==> src/rtl/prbs_bert_ctrl.sv <==
// prbs_bert_ctrl: PRBS7/15/31 bit-error-rate test sequencer with a self-synchronising receive checker
// Ports: clk; rst_n (synchronous, active-high reset); start/stop control pulses; poly_sel (00=7, 01=15, 1x=31);
//   burst_len (0 = continuous until stop); inject (live only when PRBS_ERR_INJECT_EN is defined);
//   tx_bit/tx_valid generator output; rx_bit/rx_valid looped-back input; busy; done; locked;
//   err_cnt/err_sat saturating error count.
module prbs_bert_ctrl #(
  parameter logic [31:0] SEED = 32'h0000_0001,
  parameter int ERR_W = 16,
  parameter int LOCK_RUN = 16,
  parameter int DRAIN_CYC = 8
) (
  input  logic             clk,
  input  logic             rst_n,
  input  logic             start,
  input  logic             stop,
  input  logic [1:0]       poly_sel,
  input  logic [15:0]      burst_len,
  input  logic             inject,
  output logic             tx_bit,
  output logic             tx_valid,
  input  logic             rx_bit,
  input  logic             rx_valid,
  output logic             busy,
  output logic             done,
  output logic             locked,
  output logic [ERR_W-1:0] err_cnt,
  output logic             err_sat
);
  localparam int MW = $clog2(LOCK_RUN + 1);
  localparam int DW = $clog2(DRAIN_CYC + 1);
  localparam logic [MW-1:0] LOCK_V = MW'(LOCK_RUN);
  localparam logic [DW-1:0] DRAIN_V = DW'(DRAIN_CYC);
  typedef enum logic [1:0] {S_IDLE, S_SEED, S_RUN, S_DRAIN} state_t;
  state_t state, nxt;
  logic [1:0] sel;
  logic [15:0] len, sent;
  logic [30:0] gen, chk, mask;
  logic [4:0] order, sync;
  logic [MW-1:0] match, match_nx;
  logic [2:0] miss, miss_nx;
  logic [DW-1:0] dcnt;
  logic [ERR_W-1:0] err_nx;
  logic fb, mis, chk_en, inj;
  function automatic logic [30:0] mask_of(input logic [1:0] p);
    return p == 2'd0 ? 31'h7f : p == 2'd1 ? 31'h7fff : 31'h7fff_ffff;
  endfunction
  // An all-zero LFSR would lock up, so a seed that masks to zero becomes 1.
  function automatic logic [30:0] seed_of(input logic [1:0] p);
    return (SEED[30:0] & mask_of(p)) == '0 ? 31'd1 : SEED[30:0] & mask_of(p);
  endfunction
  function automatic logic tap(input logic [30:0] s, input logic [1:0] p);
    return p == 2'd0 ? s[6] ^ s[5] : p == 2'd1 ? s[14] ^ s[13] : s[30] ^ s[27];
  endfunction
`ifdef PRBS_ERR_INJECT_EN
  assign inj = inject;
`else
  logic unused_inject;
  assign unused_inject = inject;
  assign inj = 1'b0;
`endif
  always_comb begin
    mask = mask_of(sel);
    order = sel == 2'd0 ? 5'd7 : sel == 2'd1 ? 5'd15 : 5'd31;
    fb = tap(gen, sel);
    mis = rx_bit ^ tap(chk, sel);
    chk_en = rx_valid && (state == S_RUN || state == S_DRAIN);
    err_nx = &err_cnt ? err_cnt : err_cnt + ERR_W'(1);
    match_nx = match == LOCK_V ? match : match + MW'(1);
    miss_nx = miss == 3'd4 ? miss : miss + 3'd1;
    nxt = state;
    case (state)
      S_IDLE:  nxt = start ? S_SEED : S_IDLE;
      S_SEED:  nxt = S_RUN;
      S_RUN:   nxt = stop || (len != '0 && sent + 16'd1 == len) ? S_DRAIN : S_RUN;
      default: nxt = dcnt == DRAIN_V ? S_IDLE : S_DRAIN;
    endcase
  end
  always_ff @(posedge clk) state <= rst_n ? S_IDLE : nxt;
  always_ff @(posedge clk) begin
    if (rst_n) begin
      gen <= seed_of(2'd0);
      chk <= seed_of(2'd0);
      sel <= '0;
      len <= '0;
      sent <= '0;
      sync <= '0;
      match <= '0;
      miss <= '0;
      dcnt <= '0;
      tx_bit <= 1'b0;
      tx_valid <= 1'b0;
      done <= 1'b0;
      locked <= 1'b0;
      err_cnt <= '0;
    end else begin
      tx_valid <= state == S_RUN;
      tx_bit <= state == S_RUN && (fb ^ inj);
      done <= state == S_DRAIN && dcnt == DRAIN_V;
      dcnt <= state == S_DRAIN ? dcnt + DW'(1) : '0;
      if (state == S_IDLE && start) begin
        sel <= poly_sel;
        len <= burst_len;
        sent <= '0;
        sync <= '0;
        match <= '0;
        miss <= '0;
        locked <= 1'b0;
        err_cnt <= '0;
      end
      if (state == S_SEED) gen <= seed_of(sel);
      if (state == S_RUN) begin
        gen <= {gen[29:0], fb} & mask;
        sent <= sent + 16'd1;
      end
      // The checker shifts in received bits, never its own prediction, so it re-aligns by itself.
      if (chk_en) begin
        chk <= {chk[29:0], rx_bit} & mask;
        if (sync != order) sync <= sync + 5'd1;
        else if (mis) begin
          err_cnt <= err_nx;
          match <= '0;
          miss <= miss_nx;
          if (miss_nx == 3'd4) locked <= 1'b0;
        end else begin
          match <= match_nx;
          miss <= '0;
          if (match_nx == LOCK_V) locked <= 1'b1;
        end
      end
    end
  end
  assign busy = state != S_IDLE;
  assign err_sat = &err_cnt;
endmodule

==> config.mk <==
export PLATFORM = sky130hd
export DESIGN_NAME = prbs_bert_ctrl
export DESIGN_NICKNAME = d
export VERILOG_FILES = /design/src/rtl/prbs_bert_ctrl.sv
export SDC_FILE = /design/constraint.sdc
export NUM_CORES = 1
export LEC_CHECK = 0
export BUFFER_PORTS_ARGS = -buffer_cell sky130_fd_sc_hd__buf_4
export CORE_ASPECT_RATIO = 0.9
export CORE_UTILIZATION = 30
export CTS_CLUSTER_DIAMETER = 60
export CTS_CLUSTER_SIZE = 25
export DETAILED_ROUTE_END_ITERATION = 16
export PLACE_DENSITY = 0.46
export SYNTH_ARGS = -nofsm -noshare
export SYNTH_HDL_FRONTEND = slang
export SYNTH_SLANG_ARGS = --single-unit
==> constraint.sdc <==
create_clock -name clk -period 4.3 [get_ports clk]
set_input_delay 0 -clock clk [delete_from_list [all_inputs] [get_ports clk]]
set_output_delay 0 -clock clk [all_outputs]
set_load 0.02 [all_outputs]
==> out/metrics.yaml, run 1 <==
synth:
  synth.largest_area_cell: "dfxtp_1"
  synthCells: 785
  syn_nets: 822
  synth_warnings: 0
  synth_edf_count: 0
  ys_types: 57
  avgSynthCellArea_um2: 8.04
  synth_seq_cells: 135
  ys_seq_area_share_pct: 42.8
  async_flop_share_pct: 0
  yosysTopAreaCellShare_pct: 42.8
  yosys-top-cells-area: "dfxtp_1 43%, a21oi_1 9.1%, nand2_1 6.7%, nand3_1 4.1%, nor2_1 3.6%"
  synth_flop_cell: "dfxtp_1"
  syn_area_um2: 6310
final_layout:
  drive_above_1_share_pct: 12.0
  final_cell_count_no_fill: 1119
  fillers: 2064
  antennaDiodeCount: 0
  multiInputGateArea_um2: 3350
  area.growth.synth_to_final_pct: 21.9
  design_area_um2: 7700
  final_nets: 864
  regArea_um2: 2700
floorplan:
  initial_utilization_pct: 31.1
  rows: 49
  die_h_um: 140
  core_area_um2: 20300
  ios: 47
  die_w_um: 155
  dieArea_um2: 21600
global_route:
  grt.overflow.total: 0
  groute.usage.overall_pct: 14.5
  grt_pass1_wl_um: 24900
  grt_max_degree: 75
  grt_pass1_vias: 5063
  antenna_found_initial: 0
detailed_routing:
  drtPass1Iterations: 5
  highest-signal-layer: "met4"
  met3_length_um: 481
  via_count: 5489
  wirelength_um: 15100
  drc: 0
  drtIter0Drc: 369
  wl_per_cell_um: 13.5
  drtAntennaViolNets: 0
  dr_wl_met2_um: 7000
  vias_per_cell: 4.91
  drt-met1-wl_um: 7390
clock_network:
  hold_buffers: 20
  cts_resized: 0
  path_clk_slew_ns: 0.06
  clock_sinks: 135
  htreeDepth: 4
  cts_setup_buffers: 0
  cts_tree: "yes"
  clk_latency_ns: 0.43
  cts_buffer_depth: 2
  cts_buffers: 17
  cts-root-buf: "clkbuf_16"
pwr:
  leakage_nw: 2.69
  powerDensity_nw_per_um2: 449
  ir_drop_v: 0.000235
timing:
  fin_crit_sh_pct: 60.8
  fin_tns_setup_ns: 0
  slew_headroom_pct: 39.9
  worst_pin_slew_ns: 0.895
  rsz0062_at_grt: "no"
  finalClockSkew_ns: 0.0112
  fin_hold_ws_ns: 0.0499
  maxSlewViolCount: 0
  fin_crit_ns: 2.61
  fmax_mhz: 382
  final_hold_viol_count: 0
  finalSetupViolCount: 0
critical_path:
  worst-setup-path-type: "reg -> reg"
  r2r_end: "err_cnt[13]$_SDFFE_PP0P_"
  worstPathArrival_ns: 2.89
  cpMaxStageDelayCell: "o21bai_1"
  start_kind: "flip-flop"
  crit_path_max_incr_delay_ns: 0.71
  reg2regPathDepth: 8
  rrSetupSlack_ns: 1.69
  worstPathCellList: "inv_1 > ha_1 > o21ai_2 > buf_4 > or3_4 > nor2_4 > o21bai_1 > o21ai_0"
  crit_path_end_kind: "flip-flop"
  timing.rr.start: "state[0]$_SDFF_PP0_"
  critPathMaxFanout: 34
  worst_ep_required_time_ns: 4.57
hold_path:
  hold_depth: 2
  whs_endpoint: "sent[10]$_SDFFE_PP0P_"
  worstHoldPathType: "in -> reg"
  hp-start: "rst_n"
placement:
  portBuffers: 45
  dpl.cell_count: 1068
  dp_hpwl_um: 9810
  place_area_um2: 6860
  gp_congestion: 0.812
run:
  maxCapViolations: 0
outcome:
  status: "complete, no violations"
==> cell usage after synthesis, drive strengths merged (3+ instances only) <==
master  instances
and3            7
clkbuf         41
inv            16
a31oi           6
o21a            3
and2            3
nor2b          25
a311oi          6
ha             12
nand2b         10
nand4          11
a21oi         115
nor3           19
or4             7
a211oi          6
nand3b          6
o31a            3
mux2i           4
nor2           63
nand3          55
o21ai          24
xnor2          23
dfxtp         135
and4            4
or3             5
xor2           12
nor4           17
o31ai           3
nand2         113
xnor3           3
buf             9
==> worst max-delay path by stage <==
stage	cells past startpoint	end	slack [ns]	from
floorplan	6	err_cnt[7]$_SDFFE_PP0P_	2.14	err_cnt[0]$_SDFFE_PP0P_
global placement	7	err_cnt[13]$_SDFFE_PP0P_	1.68	state[0]$_SDFF_PP0_
detailed placement	7	err_cnt[15]$_SDFFE_PP0P_	1.63	state[1]$_SDFF_PP0_
CTS	8	err_cnt[13]$_SDFFE_PP0P_	1.63	state[0]$_SDFF_PP0_
global route	8	err_cnt[13]$_SDFFE_PP0P_	1.41	state[0]$_SDFF_PP0_
finish	8	err_cnt[13]$_SDFFE_PP0P_	1.69	state[0]$_SDFF_PP0_
==> state kept, by name, indices dropped and copies added, names as in the netlist, 4 cells and up <==
register,flops
sync,5
chk,31
len,16
gen,31
match,5
dcnt,4
sent,16
err_cnt,16
==> metrics by stage <==
step	power, mW	utilization (%)	setup WS, ns
after global placement	1.90	33.8	1.68
after floorplan	1.74	-	2.14
after CTS	3.52	37.9	1.63
after detailed placement	1.91	33.8	1.63
after global routing	3.63	37.9	1.41
final	3.46	37.9	1.69
==> logic make-up (layout without fill, tap and decap cells) <==
group           count (synthesis)  count (layout)  share of synthesized area, %
simple gates                  353             353                          28.4
compound gates                177             177                          15.7
flops                         135             135                          42.8
buf+inv                        66             120                          4.16
xor+xnor                       38              38                          5.92
fa+ha+maj                      12              12                          2.38
mux                             4               4                         0.634
==> layout make-up <==
type	instances	share of cell area [%]
tap	280	4.55
sequential	135	35.1
clock buffer	18	5.70
multi-input combinational	584	43.5
timing repair buffer	73	7.77
inverter	16	0.780
clock inverter	13	2.55
==> cell usage in the layout (no fill, tap or decap), types with 5 or more instances in the layout <==
cell / instances
xnor2_1: 23
nand2_1: 113
and3_1: 6
o21ai_0: 18
buf_4: 53
nor4_2: 6
a31oi_1: 6
nand4_1: 11
ha_1: 12
nand2b_1: 10
clkbuf_16: 17
nor2b_1: 25
o21ai_1: 5
nor4_1: 11
or4_1: 7
a211oi_1: 6
nor2_1: 60
a21oi_1: 115
inv_1: 16
a311oi_1: 6
nand3b_1: 6
dfxtp_1: 135
xor2_1: 12
dlygate4sd3_1: 20
nor3_1: 18
nand3_1: 52
==> critical path, delay by kind of cell (launching register included) <==
| kind | cells | cell delay (ns) |
|---|---|---|
| AO/OA/AOI/OAI | 3 | 1.03 |
| AND/OR/NAND/NOR | 2 | 0.46 |
| buffers and inverters | 2 | 0.40 |
| flip-flops | 1 | 0.34 |
| adder cells (fa/ha/maj) | 1 | 0.22 |
==> metal layers <==
metal	GRT usage, %	up-vias
li1	-	2831
met1	19.0	2564
met2	22.7	78
met3	3.86	16
met4	5.73	0
met5	0	-
==> where the power goes <==
part           internal [mW]  switching (mW)  total, mW
Combinational          0.180           0.377      0.557
Sequential              1.29          0.0402       1.33
Clock                  0.991           0.579       1.57
(Power assumes the default switching activity.)
==> run 2, diff against run 1 <==
--- a/config.mk
+++ b/config.mk
@@ -11,7 +11,7 @@
 export CTS_CLUSTER_DIAMETER = 60
 export CTS_CLUSTER_SIZE = 25
 export DETAILED_ROUTE_END_ITERATION = 16
-export PLACE_DENSITY = 0.46
+export PLACE_DENSITY = 0.47
 export SYNTH_ARGS = -nofsm -noshare
 export SYNTH_HDL_FRONTEND = slang
 export SYNTH_SLANG_ARGS = --single-unit
==> constraint.sdc (replaced) <==
create_clock -name clk -period 2.15 [get_ports clk]
set_input_delay 0 -clock clk [delete_from_list [all_inputs] [get_ports clk]]
set_output_delay 0 -clock clk [all_outputs]
set_load 0.02 [all_outputs]
==> run 2 against run 1 <==
Against the previous run:
- sequential cell count unchanged
- core utilization up 2.8 points
- hold slack better by 0.041 ns
- setup slack worse by 1.6 ns
- power up 100%
- largest power group unchanged
==> out/metrics.yaml, run 2 (synthesized netlist as in run 1, its figures left out) <==
timing:
  fmax_mhz: 477  # was 382 MHz
  worst_pin_slew_ns: 0.564  # was 0.895 ns
  maxSlewViolCount: 0  # unchanged
  rsz0062_at_grt: "yes"  # was no
  fin_crit_sh_pct: 97.6  # was 60.8%
  slew_headroom_pct: 62.4  # was 39.9%
  final_hold_viol_count: 0  # unchanged
  fin_hold_ws_ns: 0.0908  # was 0.0499 ns
  finalSetupViolCount: 0  # unchanged
  finalClockSkew_ns: 0.00732  # was 0.0112 ns
  setup_ws_ns: 0.0518  # was 1.69 ns
  fin_crit_ns: 2.10  # was 2.61 ns
clock_network:
  path_clk_slew_ns: 0.06  # about the same
  cts_buffers: 17  # unchanged
  cts_tree: "yes"  # unchanged
  clock_sinks: 135  # unchanged
  htreeDepth: 4  # unchanged
  clk_latency_ns: 0.43  # about the same
  cts-root-buf: "clkbuf_16"  # unchanged
  cts_buffer_depth: 2  # unchanged
placement:
  gp_congestion: 0.806  # was 0.812
  dp_hpwl_um: 10300  # was 9810 µm
  pre_cts_ws_ns: -0.0648  # was 1.63 ns
  portBuffers: 45  # unchanged
detailed_routing:
  vias_per_cell: 4.80  # was 4.91
  wl_per_cell_um: 13.6  # was 13.5 µm
  drtPass1Iterations: 5  # unchanged
  via_count: 5655  # was 5489
  drtAntennaViolNets: 0  # unchanged
  wirelength_um: 16100  # was 15100 µm
  drtIter0Drc: 373  # was 369
  drc: 0  # unchanged
critical_path:
  worstPathCellList: "ha_2 > nand3_2 > buf_4 > nor2_2 > and3_4 > xnor2_1 > or4_4 > o31ai_4"  # was inv_1 > ha_1 > o21ai_2 > buf_4 > or3_4 > nor2_4 > o21bai_1 > o21ai_0
  critPathMaxFanout: 3  # was 34
  reg2regPathDepth: 8  # unchanged
  start_kind: "flip-flop"  # unchanged
  crit_family: "simple AND/OR/NAND/NOR gates"  # was compound AO/OA/AOI/OAI gates
  worstPathArrival_ns: 2.43  # was 2.89 ns
  worst_ep_required_time_ns: 2.48  # was 4.57 ns
  cp_num_buf_inv: 1  # was 2
  cpMaxStageDelayCell: "or4_4"  # was o21bai_1
  rrSetupSlack_ns: 0.05  # was 1.69 ns
  crit_path_end_kind: "flip-flop"  # unchanged
  worst-setup-path-type: "reg -> reg"  # unchanged
  timing.rr.start: "sent[1]$_SDFFE_PP0P_"  # was state[0]$_SDFF_PP0_
  crit_path_max_incr_delay_ns: 0.54  # was 0.71 ns
  r2r_end: "state[0]$_SDFF_PP0_"  # was err_cnt[13]$_SDFFE_PP0P_
floorplan:
  dieArea_um2: 21600  # unchanged
  ios: 47  # unchanged
  core_area_um2: 20300  # unchanged
  rows: 49  # unchanged
  die_h_um: 140  # unchanged
  initial_utilization_pct: 31.1  # unchanged
  die_w_um: 155  # unchanged
global_route:
  grt_pass1_wl_um: 26300  # was 24900 µm
  groute.usage.overall_pct: 15.2  # was 14.5%
  grt_pass1_vias: 5149  # was 5063
  grt_max_degree: 124  # was 75
  antenna_found_initial: 0  # unchanged
  grt.overflow.total: 0  # unchanged
hold_path:
  whs_endpoint: "state[0]$_SDFF_PP0_"  # was sent[10]$_SDFFE_PP0P_
  hold_depth: 5  # was 2
  hp-start: "rst_n"  # unchanged
  worstHoldPathType: "in -> reg"  # unchanged
pwr:
  leakage_nw: 3.02  # was 2.69 nW
  powerDensity_nw_per_um2: 850  # was 449 nW/µm²
  ir_drop_v: 0.000443  # was 0.000235 V
  power_mw: 7.03  # was 3.46 mW
final_layout:
  area.growth.synth_to_final_pct: 30.9  # was 21.9%
  final_nets: 923  # was 864
  reg.largest.list: "chk (31), gen (31)"  # unchanged
  layout_common_cells: "133 x dfxtp_1, 115 x a21oi_1, 112 x nand2_1, 108 x buf_4, 60 x nor2_1"  # was 135 x dfxtp_1, 115 x a21oi_1, 113 x nand2_1, 60 x nor2_1, 53 x buf_4
  fillers: 2075  # was 2064
  drive_above_1_share_pct: 19.8  # was 12.0%
  layout_commonest_cell: "dfxtp_1"  # unchanged
  antennaDiodeCount: 0  # unchanged
run:
  maxCapViolations: 0  # unchanged
outcome:
  status: "complete, no violations"  # unchanged
## run 2: cell count changes in the layout (fill, tap and decap cells not counted), sizes merged
cell and delta:
inv +2, bufinv -1, clkinv -1, buf +59, clkbuf +1
## run 2: power breakdown
part	switching [mW]	total (mW)	internal, mW
combinational	0.826	1.32	0.495
clock	1.18	3.05	1.87
sequential	0.0734	2.66	2.58
## run 2: worst max path at each step
stage,startpoint,end,cells past startpoint
final,sent[1]$_SDFFE_PP0P_,state[0]$_SDFF_PP0_,8
after global routing,sent[0]$_SDFFE_PP0P_,state[0]$_SDFF_PP0_,8
after CTS,state[0]$_SDFF_PP0_,sent[10]$_SDFFE_PP0P_,10
after detailed placement,sent[1]$_SDFFE_PP0P_,state[0]$_SDFF_PP0_,7
after global placement,sent[1]$_SDFFE_PP0P_,state[0]$_SDFF_PP0_,7
after floorplan,sent[0]$_SDFFE_PP0P_,state[0]$_SDFF_PP0_,7
## run 2: per-stage QoR
step	instances	area [µm²]	setup TNS [ns]	utilization [%]
final	1179	8270	0	40.7
after global routing	1179	8270	-0.0643	40.7
after global placement	1124	7310	-0.0129	36.0
after detailed placement	1124	7310	-0.0648	36.0
after CTS	1176	8140	0	40.1
after floorplan	785	6320	0	-
## run 2: layout make-up
type	instances	area [µm²]	share of cell area, %
multi-input combinational	584	3470	42.0
tap	280	350	4.24
clock inverter	13	168	2.03
sequential	135	2710	32.7
inverter	16	60.1	0.726
clock buffer	19	443	5.36
timing repair buffer	132	1070	13.0
## run 2: what timing repair did
| item | CTS | global route |
|---|---|---|
| hold buffers | 20 | 0 |
| setup buffers | 0 | 3 |
| endpoints found under the setup margin | 3 | 17 |
| pin swaps | 1 | 5 |
| gates resized for setup | 3 | 21 |
| endpoints found under the hold margin | 20 | 0 |
## run 2: tightest hold or removal path, stage by stage
cell and delay, ns:
buf_4 0.13, nor4_2 0.06, nand3_1 0.07, or4_4 0.12, o31ai_4 0.07
## run 2: metal layers
layer	part of all wire [%]	GRT usage [%]	vias to the layer above
li1	-	-	2944
met3	3.3	3.96	14
met4	0.75	4.33	0
met1	51	21.2	2633
met2	45	22.9	64
met5	0	0	-
==> run 3, diff against run 2 <==
--- a/config.mk
+++ b/config.mk
@@ -7,11 +7,12 @@
 export LEC_CHECK = 0
 export BUFFER_PORTS_ARGS = -buffer_cell sky130_fd_sc_hd__buf_4
 export CORE_ASPECT_RATIO = 0.9
+export CORE_MARGIN = 2
 export CORE_UTILIZATION = 30
 export CTS_CLUSTER_DIAMETER = 60
 export CTS_CLUSTER_SIZE = 25
 export DETAILED_ROUTE_END_ITERATION = 16
-export PLACE_DENSITY = 0.47
+export PLACE_DENSITY = 0.46
 export SYNTH_ARGS = -nofsm -noshare
 export SYNTH_HDL_FRONTEND = slang
 export SYNTH_SLANG_ARGS = --single-unit
==> constraint.sdc (replaced) <==
create_clock -name clk -period 2.2 [get_ports clk]
set_input_delay 0 -clock clk [delete_from_list [all_inputs] [get_ports clk]]
set_output_delay 0 -clock clk [all_outputs]
set_load 0.02 [all_outputs]
==> run 3 against run 2 <==
Against the previous run:
- die area increased by 2.7%
- fmax increased by 3.6%
- non-clock buffer count decreased by 11
- hold slack improved by 0.0067 ns
- critical path depth unchanged
- via count fell by 0.57%
- critical path type unchanged
- largest cell class unchanged
==> out/metrics.yaml, run 3 (synthesized netlist as in run 1, its figures left out) <==
placement:
  gp_congestion: 0.746  # was 0.806
  dp_hpwl_um: 10500  # was 10300 µm
  portBuffers: 45  # unchanged
  pre_cts_ws_ns: 0.131  # was -0.0648 ns
detailed_routing:
  via_count: 5623  # was 5655
  vias_per_cell: 4.79  # was 4.80
  drtAntennaViolNets: 0  # unchanged
  drtIter0Drc: 295  # was 373
  wl_per_cell_um: 13.7  # was 13.6 µm
  drtPass1Iterations: 5  # unchanged
  wirelength_um: 16100  # about the same
  drc: 0  # unchanged
timing:
  finalClockSkew_ns: 0.00987  # was 0.00732 ns
  fin_crit_ns: 2.02  # was 2.10 ns
  fin_tns_setup_ns: 0  # unchanged
  finalSetupViolCount: 0  # unchanged
  fmax_mhz: 494  # was 477 MHz
  rsz0062_at_grt: "no"  # was yes
  final_hold_viol_count: 0  # unchanged
  maxSlewViolCount: 0  # unchanged
  setup_ws_ns: 0.175  # was 0.0518 ns
  slew_headroom_pct: 60.2  # was 62.4%
  worst_pin_slew_ns: 0.597  # was 0.564 ns
  fin_crit_sh_pct: 92.0  # was 97.6%
global_route:
  groute.usage.overall_pct: 14.9  # was 15.2%
  grt_pass1_vias: 5208  # was 5149
  antenna_found_initial: 0  # unchanged
  grt_pass1_wl_um: 26400  # was 26300 µm
  grt.overflow.total: 0  # unchanged
  grt_max_degree: 102  # was 124
floorplan:
  ios: 47  # unchanged
  die_w_um: 157  # was 155 µm
  die_h_um: 142  # was 140 µm
  core_area_um2: 20700  # was 20300 µm²
  initial_utilization_pct: 30.5  # was 31.1%
  rows: 50  # was 49
  dieArea_um2: 22200  # was 21600 µm²
clock_network:
  cts-root-buf: "clkbuf_16"  # unchanged
  clock_sinks: 135  # unchanged
  clk_latency_ns: 0.42  # was 0.43 ns
  cts_buffer_depth: 2  # unchanged
  path_clk_slew_ns: 0.06  # about the same
  cts_buffers: 17  # unchanged
  cts_tree: "yes"  # unchanged
  htreeDepth: 4  # unchanged
pwr:
  ir_drop_v: 0.000448  # was 0.000443 V
  leakage_nw: 2.94  # was 3.02 nW
  powerDensity_nw_per_um2: 825  # was 850 nW/µm²
final_layout:
  drive_above_1_share_pct: 17.2  # was 19.8%
  layout_commonest_cell: "dfxtp_1"  # unchanged
  antennaDiodeCount: 0  # unchanged
  reg.largest.list: "chk (31), gen (31)"  # unchanged
  area.growth.synth_to_final_pct: 28.1  # was 30.9%
  final_nets: 912  # was 923
  utilization_pct: 39.1  # was 40.7%
  layout_common_cells: "135 x dfxtp_1, 115 x a21oi_1, 112 x nand2_1, 97 x buf_4, 59 x nor2_1"  # was 133 x dfxtp_1, 115 x a21oi_1, 112 x nand2_1, 108 x buf_4, 60 x nor2_1
hold_path:
  worstHoldPathType: "in -> reg"  # unchanged
critical_path:
  start_kind: "flip-flop"  # unchanged
  worstPathArrival_ns: 2.36  # was 2.43 ns
  critPathMaxFanout: 5  # was 3
  worst-setup-path-type: "reg -> reg"  # unchanged
  crit_path_end_kind: "flip-flop"  # unchanged
  worst_ep_required_time_ns: 2.54  # was 2.48 ns
outcome:
  status: "complete, no violations"  # unchanged
run:
  maxCapViolations: 0  # unchanged
[run 3: cell count changes in the layout (fill, tap and decap cells not counted), sizes merged]
cell	before	now
clkbuf	19	18
clkinv	3	8
inv	21	19
dlygate4sd3	20	21
clkinvlp	2	1
bufinv	3	2
buf	112	100
[run 3: final timing paths]
path	start	endpoint	slack, ns	cells past startpoint
worst min-delay path	rx_valid	err_cnt[1]$_SDFFE_PP0P_	0.1	5
worst min register to register	chk[29]$_SDFFE_PP0P_	chk[29]$_SDFFE_PP0P_	0.45	2
worst max-delay path	sent[0]$_SDFFE_PP0P_	state[0]$_SDFF_PP0_	0.18	8
worst max register to register	sent[0]$_SDFFE_PP0P_	state[0]$_SDFF_PP0_	0.18	8
[run 3: critical path: stages, from the launching register on]
cell,delay (ns)
dfxtp_1,0.37
ha_1,0.18
nand3_1,0.11
buf_4,0.17
nor2_2,0.11
and3_1,0.22
xnor2_1,0.10
or4_1,0.52
o31ai_1,0.18
[run 3: where the power goes]
part | switching [mW] | internal (mW) | leakage (nW) | total (mW)
combinational | 0.780 | 0.433 | 1.56 | 1.21
clock | 1.15 | 1.71 | 0.291 | 2.86
sequential | 0.0728 | 2.52 | 1.09 | 2.60
[run 3: cell type report]
type	count	area, µm²
Timing Repair Buffer	121	998
Fill cell	2143	12600
Tap cell	286	358
Sequential cell	135	2700
Clock buffer	18	439
Multi-Input combinational cell	584	3380
Inverter	16	60.1
Clock inverter	14	149
[run 3: per-stage QoR]
step                      hold slack [ns]  total power, mW  std cells  instance area, µm²
final                              0.0975             6.67       1174                8090
after global routing                0.138             7.00       1174                8090
after CTS                          0.0885             6.77       1172                8030
after detailed placement            0.264             3.84       1119                7230
after global placement              0.252             3.85       1119                7230
after floorplan                     0.124             3.40        785                6310
[run 3: metal layers]
layer	vias up	GRT usage [%]	part of all wire (%)
li1	2929	-	-
met1	2613	21.4	52
met2	65	22.3	44
met3	16	2.75	2.4
met4	0	5.65	1.4
met5	-	0	0
[run 3: repair_timing]
| action | 4_1_cts | 5_1_grt |
|---|---|---|
| setup buffers | 0 | 2 |
| endpoints found under the hold margin | 36 | 0 |
| resized for setup | 0 | 5 |
| hold buffers | 21 | 0 |
| setup endpoints to repair | 0 | 6 |
